### config.mk
export PLATFORM = sky130hd
export DESIGN_NAME = disp_share_ctrl
export DESIGN_NICKNAME = d
export VERILOG_FILES = /design/src/rtl/disp_share_ctrl.sv
export SDC_FILE = /design/constraint.sdc
export NUM_CORES = 1
export LEC_CHECK = 0
export CAP_MARGIN = 20
export CORE_MARGIN = 4
export CORE_UTILIZATION = 34
export CTS_CLUSTER_SIZE = 20
export DETAILED_ROUTE_END_ITERATION = 16
export PLACE_DENSITY = 0.8
export SLEW_MARGIN = 20
export SYNTH_ARGS = -nofsm -noshare
export SYNTH_HDL_FRONTEND = slang
export SYNTH_SLANG_ARGS = --single-unit
export TNS_END_PERCENT = 1
### constraint.sdc
create_clock -name clk -period 2.1 [get_ports clk]
set_input_delay 0.21 -clock clk [delete_from_list [all_inputs] [get_ports clk]]
set_output_delay 0.21 -clock clk [all_outputs]
set_load 0.005 [all_outputs]
### src/rtl/disp_share_ctrl.sv
// disp_share_ctrl: round-robin time-sharing of a 4-digit hex display driver
// among 4 requesters, with a minimum dwell per grant under contention.
module disp_share_ctrl #(
  parameter int unsigned DWELL = 16,
  parameter int unsigned CNT_W = 4
) (
  input  logic        clk,
  input  logic        rst,
  input  logic [3:0]  req,
  input  logic [63:0] hexs_bus,
  input  logic [15:0] points_bus,
  input  logic [15:0] les_bus,
  output logic [3:0]  grant,
  output logic [15:0] hexs,
  output logic [3:0]  points,
  output logic [3:0]  les,
  output logic        switched
);

  localparam int unsigned NREQ = 4;

  typedef enum logic {
    IDLE = 1'b0,
    SHOW = 1'b1
  } state_t;

  state_t             state_q, state_d;
  logic [1:0]         owner_q, owner_d;
  logic [1:0]         ptr_q, ptr_d;
  logic [CNT_W-1:0]   timer_q, timer_d;
  logic [3:0]         grant_q, grant_d;
  logic [15:0]        hexs_q, hexs_d;
  logic [3:0]         points_q, points_d;
  logic [3:0]         les_q, les_d;
  logic               switched_q, switched_d;

  logic [1:0]         pick_c;
  logic               pick_vld_c;
  logic               own_req_c;
  logic               other_c;
  logic               expire_c;

  // Round-robin pick: first requester at or after ptr (lowest offset wins).
  always_comb begin
    logic [1:0] idx;
    pick_c     = ptr_q;
    pick_vld_c = 1'b0;
    idx        = ptr_q;
    for (int k = NREQ - 1; k >= 0; k--) begin
      idx = ptr_q + 2'(k);
      if (req[idx]) begin
        pick_c     = idx;
        pick_vld_c = 1'b1;
      end
    end
  end

  assign own_req_c = req[owner_q];
  assign other_c   = |(req & ~grant_q);
  assign expire_c  = (timer_q == CNT_W'(DWELL - 1));

  // Next-state and registered-output logic.
  always_comb begin
    logic       do_grant;
    logic       do_load;
    logic [1:0] sel;
    state_d    = state_q;
    owner_d    = owner_q;
    ptr_d      = ptr_q;
    timer_d    = timer_q;
    grant_d    = grant_q;
    hexs_d     = 16'h0000;
    points_d   = 4'h0;
    les_d      = 4'hF;
    switched_d = 1'b0;
    do_grant   = 1'b0;
    do_load    = 1'b0;
    sel        = owner_q;

    case (state_q)
      IDLE: begin
        if (pick_vld_c) do_grant = 1'b1;
      end
      SHOW: begin
        if (!own_req_c) begin
          // Owner released: hand over or fall back to idle.
          if (pick_vld_c) begin
            do_grant = 1'b1;
          end else begin
            state_d = IDLE;
            grant_d = 4'h0;
          end
        end else if (expire_c && other_c) begin
          do_grant = 1'b1;
        end else begin
          do_load = 1'b1;
          if (!expire_c) timer_d = timer_q + CNT_W'(1);
        end
      end
      default: begin
        state_d = IDLE;
        grant_d = 4'h0;
      end
    endcase

    if (do_grant) begin
      state_d    = SHOW;
      owner_d    = pick_c;
      ptr_d      = pick_c + 2'd1;
      timer_d    = '0;
      grant_d    = 4'(1) << pick_c;
      switched_d = 1'b1;
      do_load    = 1'b1;
      sel        = pick_c;
    end

    if (do_load) begin
      hexs_d   = hexs_bus[{sel, 4'b0000} +: 16];
      points_d = points_bus[{sel, 2'b00} +: 4];
      les_d    = les_bus[{sel, 2'b00} +: 4];
    end
  end

  // State and output registers with asynchronous reset.
  always_ff @(posedge clk or posedge rst) begin
    if (rst) begin
      state_q    <= IDLE;
      owner_q    <= 2'd0;
      ptr_q      <= 2'd0;
      timer_q    <= '0;
      grant_q    <= 4'h0;
      hexs_q     <= 16'h0000;
      points_q   <= 4'h0;
      les_q      <= 4'hF;
      switched_q <= 1'b0;
    end else begin
      state_q    <= state_d;
      owner_q    <= owner_d;
      ptr_q      <= ptr_d;
      timer_q    <= timer_d;
      grant_q    <= grant_d;
      hexs_q     <= hexs_d;
      points_q   <= points_d;
      les_q      <= les_d;
      switched_q <= switched_d;
    end
  end

  assign grant    = grant_q;
  assign hexs     = hexs_q;
  assign points   = points_q;
  assign les      = les_q;
  assign switched = switched_q;

endmodule
## Word-level counts from Yosys, hierarchy flattened

Cells that the tools add are included.

| storage, ports and cells | value |
|---|---|
| register bits | 38 |
| latch bits | 0 |
| bits in writable memories | 0 |
| bits in read-only memories | 0 |
| input bits | 102 |
| output and inout port bits | 29 |
| logic and storage cells | 80 |
| memories kept | 0 |

| operators by class | value |
|---|---|
| add/sub/neg operators | 5 |
| multipliers | 0 |
| divide/modulo/power cells | 0 |
| magnitude comparators | 5 |
| equal/unequal tests | 5 |
| shift-type cells | 4 |
| mux-type cells | 43 |
| bitwise gates (word level) | 3 |
| reduce and logical (&&, ||, !) cells | 6 |

Operators with widths:

| operator | count |
|---|---|
| $shiftx 64x7->16 | 1 |
| $mux 4 | 11 |
| $shiftx 16x5->4 | 2 |
| $mux 1 | 20 |
| $mux 16 | 1 |
| $lt 2x3->1 const B | 5 |
| $bmux 1 s2 | 5 |
| $mux 2 | 5 |
| $ne 2x1->1 const B | 4 |
| $add 2x1->2 const B | 2 |
| $add 2x2->2 const B | 2 |
| $add 4x1->4 const B | 1 |
| $and 4x4->4 | 1 |
| $eq 4x4->1 const B | 1 |
| $not 4->4 | 1 |
| $reduce_and 4->1 | 1 |
| $reduce_bool 2->1 | 2 |
| $reduce_or 4->1 | 1 |
| $shl 1x2->4 const A | 1 |
| $reduce_and 3->1 | 1 |
| $pmux 1 s2 | 1 |
| $logic_and 1x1->1 | 1 |
| $not 1->1 | 1 |

## Depth between registers and ports, before layout

Gate-level depths: netlist of the first run.

| depth | value |
|---|---|
| word-level depth | 13 |
| depth in mapped cells | 10 |
| mapped depth without buffers | 7 |

## Worst setup path after synthesis of the first run

Ideal clock, no wire load.

| timing | value |
|---|---|
| path kind | register to register |
| start | reg timer_q[0] |
| end | reg les_q[2], in the netlist les[2] |
| setup time | 0.080 ns |
| arrival | 2.125 ns |
| data required time | 2.020 ns |
| path slack | -0.104 ns |
| stages on the path, launching flop included | 10 |
| buffers on the path | 2 |
| clock period less this slack | 2.204 ns |
| cells stage by stage | dfrtp_1 ha_1 nand3_1 a41oi_1 o31a_1 buf_6 a22oi_4 buf_12 mux2_1 o22a_1 |

| between the ends | value |
|---|---|
| longest elaborated chain between the ends | 8 |
| elaborated cells between the ends (all ways) | 12 |
| those cells by class | 1 x eq/ne; 1 x shift; 9 x mux; 1 x reduce/logical |

RTL lines:

| item | RTL line | RTL |
|---|---|---|
| start: declaration | 30 | `logic [CNT_W-1:0] timer_q, timer_d;` |
| start signal: assignment | 140 | `timer_q <= timer_d;` |
| $eq 4x4->1 * | 60 | `assign expire_c = (timer_q == CNT_W'(DWELL - 1));` |
| $logic_and 1x1->1 * | 93 | `end else if (expire_c && other_c) begin` |
| $mux 1 | 93 |  |
| $mux 1 | 85 | `if (!own_req_c) begin` |
| $pmux 1 s2 | 80 | `case (state_q)` |
| $mux 2 | -- |  |
| $shiftx 16x5->4 | 120 | `les_d = les_bus[{sel, 2'b00} +: 4];` |
| $mux 4 * | 117 | `if (do_load) begin` |
| via les_d[2] | 34 | `logic [3:0] les_q, les_d;` |
| end signal: assignment | 144 | `les_q <= les_d;` |
| end: declaration | 34 |  |

Mark *: on every way through the listed nets, which the timed path passes. The rest lies on a longest branch.
A chain may end at the register's enable or synchronous reset.

## Final worst setup path of the first run

| timing | value |
|---|---|
| start | reg owner_q[1] |
| end | reg les_q[0], in the netlist les[0] |

| between the ends | value |
|---|---|
| longest elaborated chain between the ends | 7 |
| elaborated cells between the ends (all ways) | 10 |
| those cells by class | 1 x shift; 9 x mux |

RTL lines:

| item | RTL line | RTL |
|---|---|---|
| start: declaration | 28 | `logic [1:0] owner_q, owner_d;` |
| start signal: assignment | 138 | `owner_q <= owner_d;` |
| $bmux 1 s2 | 58 | `assign own_req_c = req[owner_q];` |
| $mux 1 (implied by the code) | 58 |  |
| $mux 1 | 85 |  |
| $pmux 1 s2 | 80 |  |
| $mux 2 | -- |  |
| $shiftx 16x5->4 | 120 |  |
| $mux 4 * | 117 |  |
| via les_d[0] | 34 |  |

Mark *: on every way through the listed nets, which the timed path passes. The rest lies on a longest branch. The select of a mux whose other input is x is not followed.

==> results of run 1 <==
## what timing repair did
action | in CTS | in global routing
hold endpoints to repair | 0 | 0
setup endpoints to repair | 20 | 24
gates cloned | 1 | 1
gates resized for setup | 12 | 13
pin swaps | 10 | 11
setup buffers | 3 | 2
hold buffers | 0 | 0
## state kept, by name (all words and copies together), names as in the netlist
register,flops
switched,1
les,4
grant,4
hexs,16
owner_q,2
timer_q,4
points,4
ptr_q,2
state_q,1
## cell usage after synthesis, types with 4 or more instances
cell      number  area, µm²
dfstp_2        4        105
mux2_2         7       78.8
ha_1           5       62.6
clkbuf_1       4       15.0
nand2_1        7       26.3
mux2i_1       40        400
mux2_4         4       60.1
a22o_1         4       35.0
o22ai_1       21        131
inv_1          5       18.8
o22a_1         4       35.0
dfrtp_1       34        851
a21oi_1        4       20.0
nand2b_1       5       31.3
o21ai_0        8       40.0
## power by group through the flow
stage,logic [W],registers (W),clock network [W]
after floorplan,0.00175,0.00130,0
after global placement,0.00303,0.00127,0
after detailed placement,0.00310,0.00129,0
after CTS,0.00334,0.00128,0.000495
after global routing,0.00366,0.00131,0.000536
final,0.00340,0.00127,0.000479
## worst max-delay path by stage
stage	end	start
2_1_floorplan	les[2]	timer_q[0]
3_3_place_gp	hexs[5]	req[3]
3_5_place_dp	hexs[5]	req[3]
4_1_cts	les[2]	owner_q[1]
5_1_grt	hexs[8]	timer_q[1]
6_report	les[0]	owner_q[1]
## tightest hold or removal path: cells and delay by family
kind	cells	cell delay (ns)
buffers and inverters	3	0.85
## cell usage in the layout, fill, tap and decap left out, types with 2 or more instances in the layout
master           count
a21oi_1              4
a22o_1               4
buf_12               6
buf_4               21
clkbuf_8             5
clkdlybuf4s50_1    126
clkinv_2             2
dfrtp_1             33
dfstp_2              4
dlygate4sd2_1        4
ha_1                 4
inv_1                5
mux2_2               4
mux2_4               7
mux2i_1             31
mux2i_2              9
nand2_1              7
nand2b_1             5
nor2_1               3
nor2b_1              3
o21ai_0              7
o22a_1               4
o22ai_1             21
o31a_1               2
o31ai_1              3
or3_1                2
## metal layers
layer  global-route usage  vias up  part of all wire
met5                    0        -                 0
met4               0.0467        0             0.011
met3               0.0605        7             0.082
met2                0.316       77              0.55
met1                0.189      956              0.36
li1                     -     1024                 -
## layout make-up
class / count / area, µm²
flip-flops and latches: 38 / 957
clock buffers: 6 / 72.6
repair buffers: 160 / 1640
well taps: 77 / 96.3
fillers: 526 / 2360
multi-input cells: 133 / 1190
clock inverters: 2 / 10.0
inverters: 6 / 22.5
## cells by family after synthesis
| logic type | synth area share |
|---|---|
| DFF | 0.430 |
| muxes | 0.254 |
| and+or+nand+nor | 0.0552 |
| buffers and inverters | 0.0675 |
| AOI/OAI and AO/OA | 0.165 |
| adders and majority gates | 0.0281 |
## stage by stage
stage | area (µm²) | setup WS, ns | setup TNS, ns | cells
floorplan | 2230 | -0.0492 | -0.636 | 188
global placement | 3760 | -0.405 | -7.33 | 408
detailed placement | 3760 | -0.435 | -8.58 | 408
CTS | 3930 | -0.0436 | -0.129 | 420
global route | 3990 | -0.0670 | -1.01 | 422
finish | 3990 | 0.00465 | 0 | 422
==> impl_metrics.env, run 1 <==
export IMPL_gr_total_overflow=0
export IMPL_setup_viol=0
export IMPL_syn_area_um2=2220
export IMPL_antenna_found_initial=0
export IMPL_drc_errors=0
export IMPL_final_core_util=0.628
export IMPL_ys_ff_latch=38
export IMPL_synth_cell_types=33
export IMPL_power_leakage_nw=1.77
export IMPL_r2r_start="owner_q[1]"
export IMPL_p_clk_frac=0.093
export IMPL_tritoncts="done"
export IMPL_firstDrtPassIters=4
export IMPL_synth_ff_type="dfrtp_1"
export IMPL_crit_family="compound AO/OA/AOI/OAI gates"
export IMPL_insertion_delay_ns=0.29
export IMPL_fmax_ghz=0.477
export IMPL_cp_start_kind="flop"
export IMPL_synthArstFlopShare=1.00
export IMPL_clock_root_buffer="clkbuf_8"
export IMPL_switchingPower_w=0.00175
export IMPL_ctsLongestPathBuffers=2
export IMPL_htree_levels=2
export IMPL_worstSetupPathType="flop to flop"
export IMPL_antenna_cells=0
export IMPL_p_int_w=0.00340
export IMPL_path_clk_slew_ns=0.08
export IMPL_rsz0062_at_grt="yes"
export IMPL_r2r_setup_slack_ns=0.005
export IMPL_vias=2064
export IMPL_die_w_um=88.9
export IMPL_portBuffers=130
export IMPL_nets=451
export IMPL_tightest_slew_ns=0.507
export IMPL_dp_hpwl_um=5250
export IMPL_finalHoldViolCount=0
export IMPL_fin_skew_ns=0.0104
export IMPL_grt_pass1_vias=2172
export IMPL_end_kind="flop"
export IMPL_netlist_instances=188
export IMPL_slew_limit_headroom=0.658
export IMPL_cp_slowest_cell="dfrtp_2"
export IMPL_power_frac_seq=0.247
export IMPL_grt_max_degree=39
export IMPL_fp_dieH_um=88.9
export IMPL_yosys_warnings=0
export IMPL_gp_congestion=0.782
export IMPL_core_um2=6350
export IMPL_synth_seq_area_share=0.430
export IMPL_hold_path_class="input port to asynchronous set/reset pin"
export IMPL_initial_core_util=0.350
export IMPL_synth_nets=295
export IMPL_ir_drop_mv=0.618
export IMPL_path_depth=7
export IMPL_via_per_inst=4.89
export IMPL_cts_buffers=5
export IMPL_holdWs_ns=0.326
export IMPL_period_minus_slack_ns=2.10
export IMPL_drive_gt1_frac=0.203
export IMPL_postRouteAntennaNets=0
export IMPL_drt_initial_drc_count=58
export IMPL_required_ns=2.31
export IMPL_fp_row_count=29
export IMPL_grt_usage=0.173
export IMPL_avgSynthCellArea_um2=11.8
export IMPL_report_final_slew_viol_count=0
export IMPL_worstPathArrival_ns=2.31
export IMPL_dieArea_um2=7900
export IMPL_drt_total_wl_um=6790
export IMPL_comb_power_share=0.660
export IMPL_cts_sinks=38
export IMPL_status="complete, no violations"
export IMPL_regToRegEndpoint="les[0]"
export IMPL_p_per_area_nw_per_um2=1290
export IMPL_grt_pass1_wl_um=10400
export IMPL_fin_total_pwr_w=0.00516
export IMPL_drv_cap=0
export IMPL_worstPathMaxFanout=8
export IMPL_p_sw_frac=0.340
export IMPL_critPathBufInv=1
export IMPL_area_growth_synth_to_final_pct=79.5
export IMPL_rr_worst_depth=7
export IMPL_io_pins=131
export IMPL_period_share=0.998
export IMPL_wl_per_cell_um=16.1
export IMPL_critPathMaxStageDelay_ns=0.44
export IMPL_synth_edf_count=0
export IMPL_crit_chain="mux2_4, mux2i_2, o31a_1, a22oi_4, buf_12, mux2_2, o22a_1"
(Power assumes the default switching activity.)
==> run 2, diff against run 1 <==
--- a/config.mk
+++ b/config.mk
@@ -6,7 +6,7 @@
 export NUM_CORES = 1
 export LEC_CHECK = 0
 export CAP_MARGIN = 20
-export CORE_MARGIN = 4
+export CORE_MARGIN = 2
 export CORE_UTILIZATION = 34
 export CTS_CLUSTER_SIZE = 20
 export DETAILED_ROUTE_END_ITERATION = 16
==> run 2 against run 1 <==
Against the previous run: clock skew fell by 0.0041 ns; sequential share of layout area fell by 0.39 points; total power grew 0.79%.
==> impl_metrics.env, run 2 (synthesis results as in run 1) <==
export IMPL_status="complete, no violations"
export IMPL_rsz0062_at_grt="yes"
export IMPL_initial_core_util=0.350
export IMPL_cts_hold_buf=0
export IMPL_cp_start_kind="flop"
export IMPL_final_cell_mix="clkdlybuf4s50_1, mux2i_1, dfrtp_1"
export IMPL_path_clk_slew_ns=0.07
export IMPL_crit_chain="mux2_4, mux2i_2, o31a_1, a22oi_4, buf_6, buf_12, mux2i_1, o22ai_1"
export IMPL_cp_slowest_cell="dfrtp_1"
export IMPL_dieArea_um2=7200
export IMPL_fin_skew_ns=0.00635
export IMPL_dp_hpwl_um=5210
export IMPL_core_um2=6350
export IMPL_antenna_found_initial=0
export IMPL_grt_pass1_vias=2262
export IMPL_fp_dieH_um=84.9
export IMPL_clock_root_buffer="clkbuf_8"
export IMPL_tritoncts="done"
export IMPL_drive_gt1_frac=0.210
export IMPL_crit_family="compound AO/OA/AOI/OAI gates"
export IMPL_required_ns=2.26
export IMPL_largest_register_ffs=16
export IMPL_fp_row_count=29
export IMPL_io_pins=131
export IMPL_area_growth_synth_to_final_pct=82.2
export IMPL_worstSetupPathType="flop to flop"
export IMPL_cts_sinks=38
export IMPL_worstPathMaxFanout=11
export IMPL_place_ws_ns=-0.424
export IMPL_seqCellArea_um2=956
export IMPL_path_depth=8
export IMPL_dpl_instance_area_um2=3820
export IMPL_critPathBufInv=2
export IMPL_ctsLongestPathBuffers=2
export IMPL_gp_congestion=0.782
export IMPL_finalHoldViolCount=0
export IMPL_grt_pass1_wl_um=10700
export IMPL_report_final_slew_viol_count=0
export IMPL_hold_path_class="input port to asynchronous set/reset pin"
export IMPL_fmax_ghz=0.480
export IMPL_grt_usage=0.186
export IMPL_critPathMaxStageDelay_ns=0.43
export IMPL_setup_slack_ns=0.0150
export IMPL_slew_limit_headroom=0.653
export IMPL_ir_drop_mv=0.598
export IMPL_tightest_slew_ns=0.515
export IMPL_rr_worst_depth=8
export IMPL_grt_max_degree=39
export IMPL_insertion_delay_ns=0.29
export IMPL_end_kind="flop"
export IMPL_worstPathArrival_ns=2.25
export IMPL_period_minus_slack_ns=2.09
export IMPL_cts_buffers=5
export IMPL_nets=463
export IMPL_nFillCells=543
export IMPL_fin_setup_tns_ns=0
export IMPL_final_area_um2=4050
export IMPL_multiInputGateArea_um2=1180
export IMPL_antenna_cells=0
export IMPL_portBuffers=130
export IMPL_period_share=0.993
export IMPL_via_per_inst=4.97
export IMPL_layout_commonest_cell="clkdlybuf4s50_1"
export IMPL_drt_initial_drc_count=61
export IMPL_setup_viol=0
export IMPL_vias=2159
export IMPL_power_leakage_nw=1.83
export IMPL_p_per_area_nw_per_um2=1280
export IMPL_drv_cap=0
export IMPL_gr_total_overflow=0
export IMPL_htree_levels=2
export IMPL_drt_total_wl_um=6650
export IMPL_wl_per_cell_um=15.3
export IMPL_firstDrtPassIters=4
export IMPL_postRouteAntennaNets=0
export IMPL_die_w_um=84.9
export IMPL_drc_errors=0
==> run 2: power by group <==
part / internal [W] / leakage (nW) / switching (W)
registers: 0.00110 / 0.456 / 0.000161
clock network: 0.000268 / 0.0455 / 0.000247
logic: 0.00209 / 1.33 / 0.00132
total: 0.00346 / 1.83 / 0.00173
==> run 2: worst register-to-register path, stage by stage (launching register included) <==
cell and delay (ns):
dfrtp_1 0.43, mux2_4 0.23, mux2i_2 0.07, o31a_1 0.33, a22oi_4 0.27, buf_6 0.19
buf_12 0.15, mux2i_1 0.20, o22ai_1 0.10
==> run 2: worst paths after layout <==
check                      startpoint          to  slack (ns)
max reg2reg                owner_q[1]     hexs[8]        0.01
min reg2reg                timer_q[3]  timer_q[3]        0.51
max                        owner_q[1]     hexs[8]        0.01
max in group asynchronous         rst      les[1]        1.38
min                               rst    switched        0.35
min in group clk           timer_q[3]  timer_q[3]        0.51
==> run 2: final cells by class <==
cell class	count	share of cell area
multi-input cells	133	0.290
flip-flops and latches	38	0.236
inverters	6	0.00556
well taps	77	0.0238
clock buffers	8	0.0222
repair buffers	172	0.422
==> run 2: repair_timing <==
item,in CTS,in global routing
endpoints found under the setup margin,24,24
gates cloned,1,0
pin swaps,3,5
gates resized for setup,12,8
setup buffers,4,3
==> run 2: per-stage QoR <==
step	hold slack (ns)	total power [W]	utilization	instances
2_1_floorplan	0.369	0.00305	-	188
3_3_place_gp	0.502	0.00434	0.601	418
3_5_place_dp	0.504	0.00441	0.601	418
4_1_cts	0.362	0.00516	0.629	431
5_1_grt	0.408	0.00553	0.638	434
6_report	0.347	0.00520	0.638	434
==> run 2: routing by layer <==
metal	vias to the layer above	GRT usage	wire length [µm]
li1	1042	-	-
met1	1011	0.196	2440
met2	92	0.342	3530
met3	14	0.0623	535
met4	0	0.0722	153
met5	-	0	0
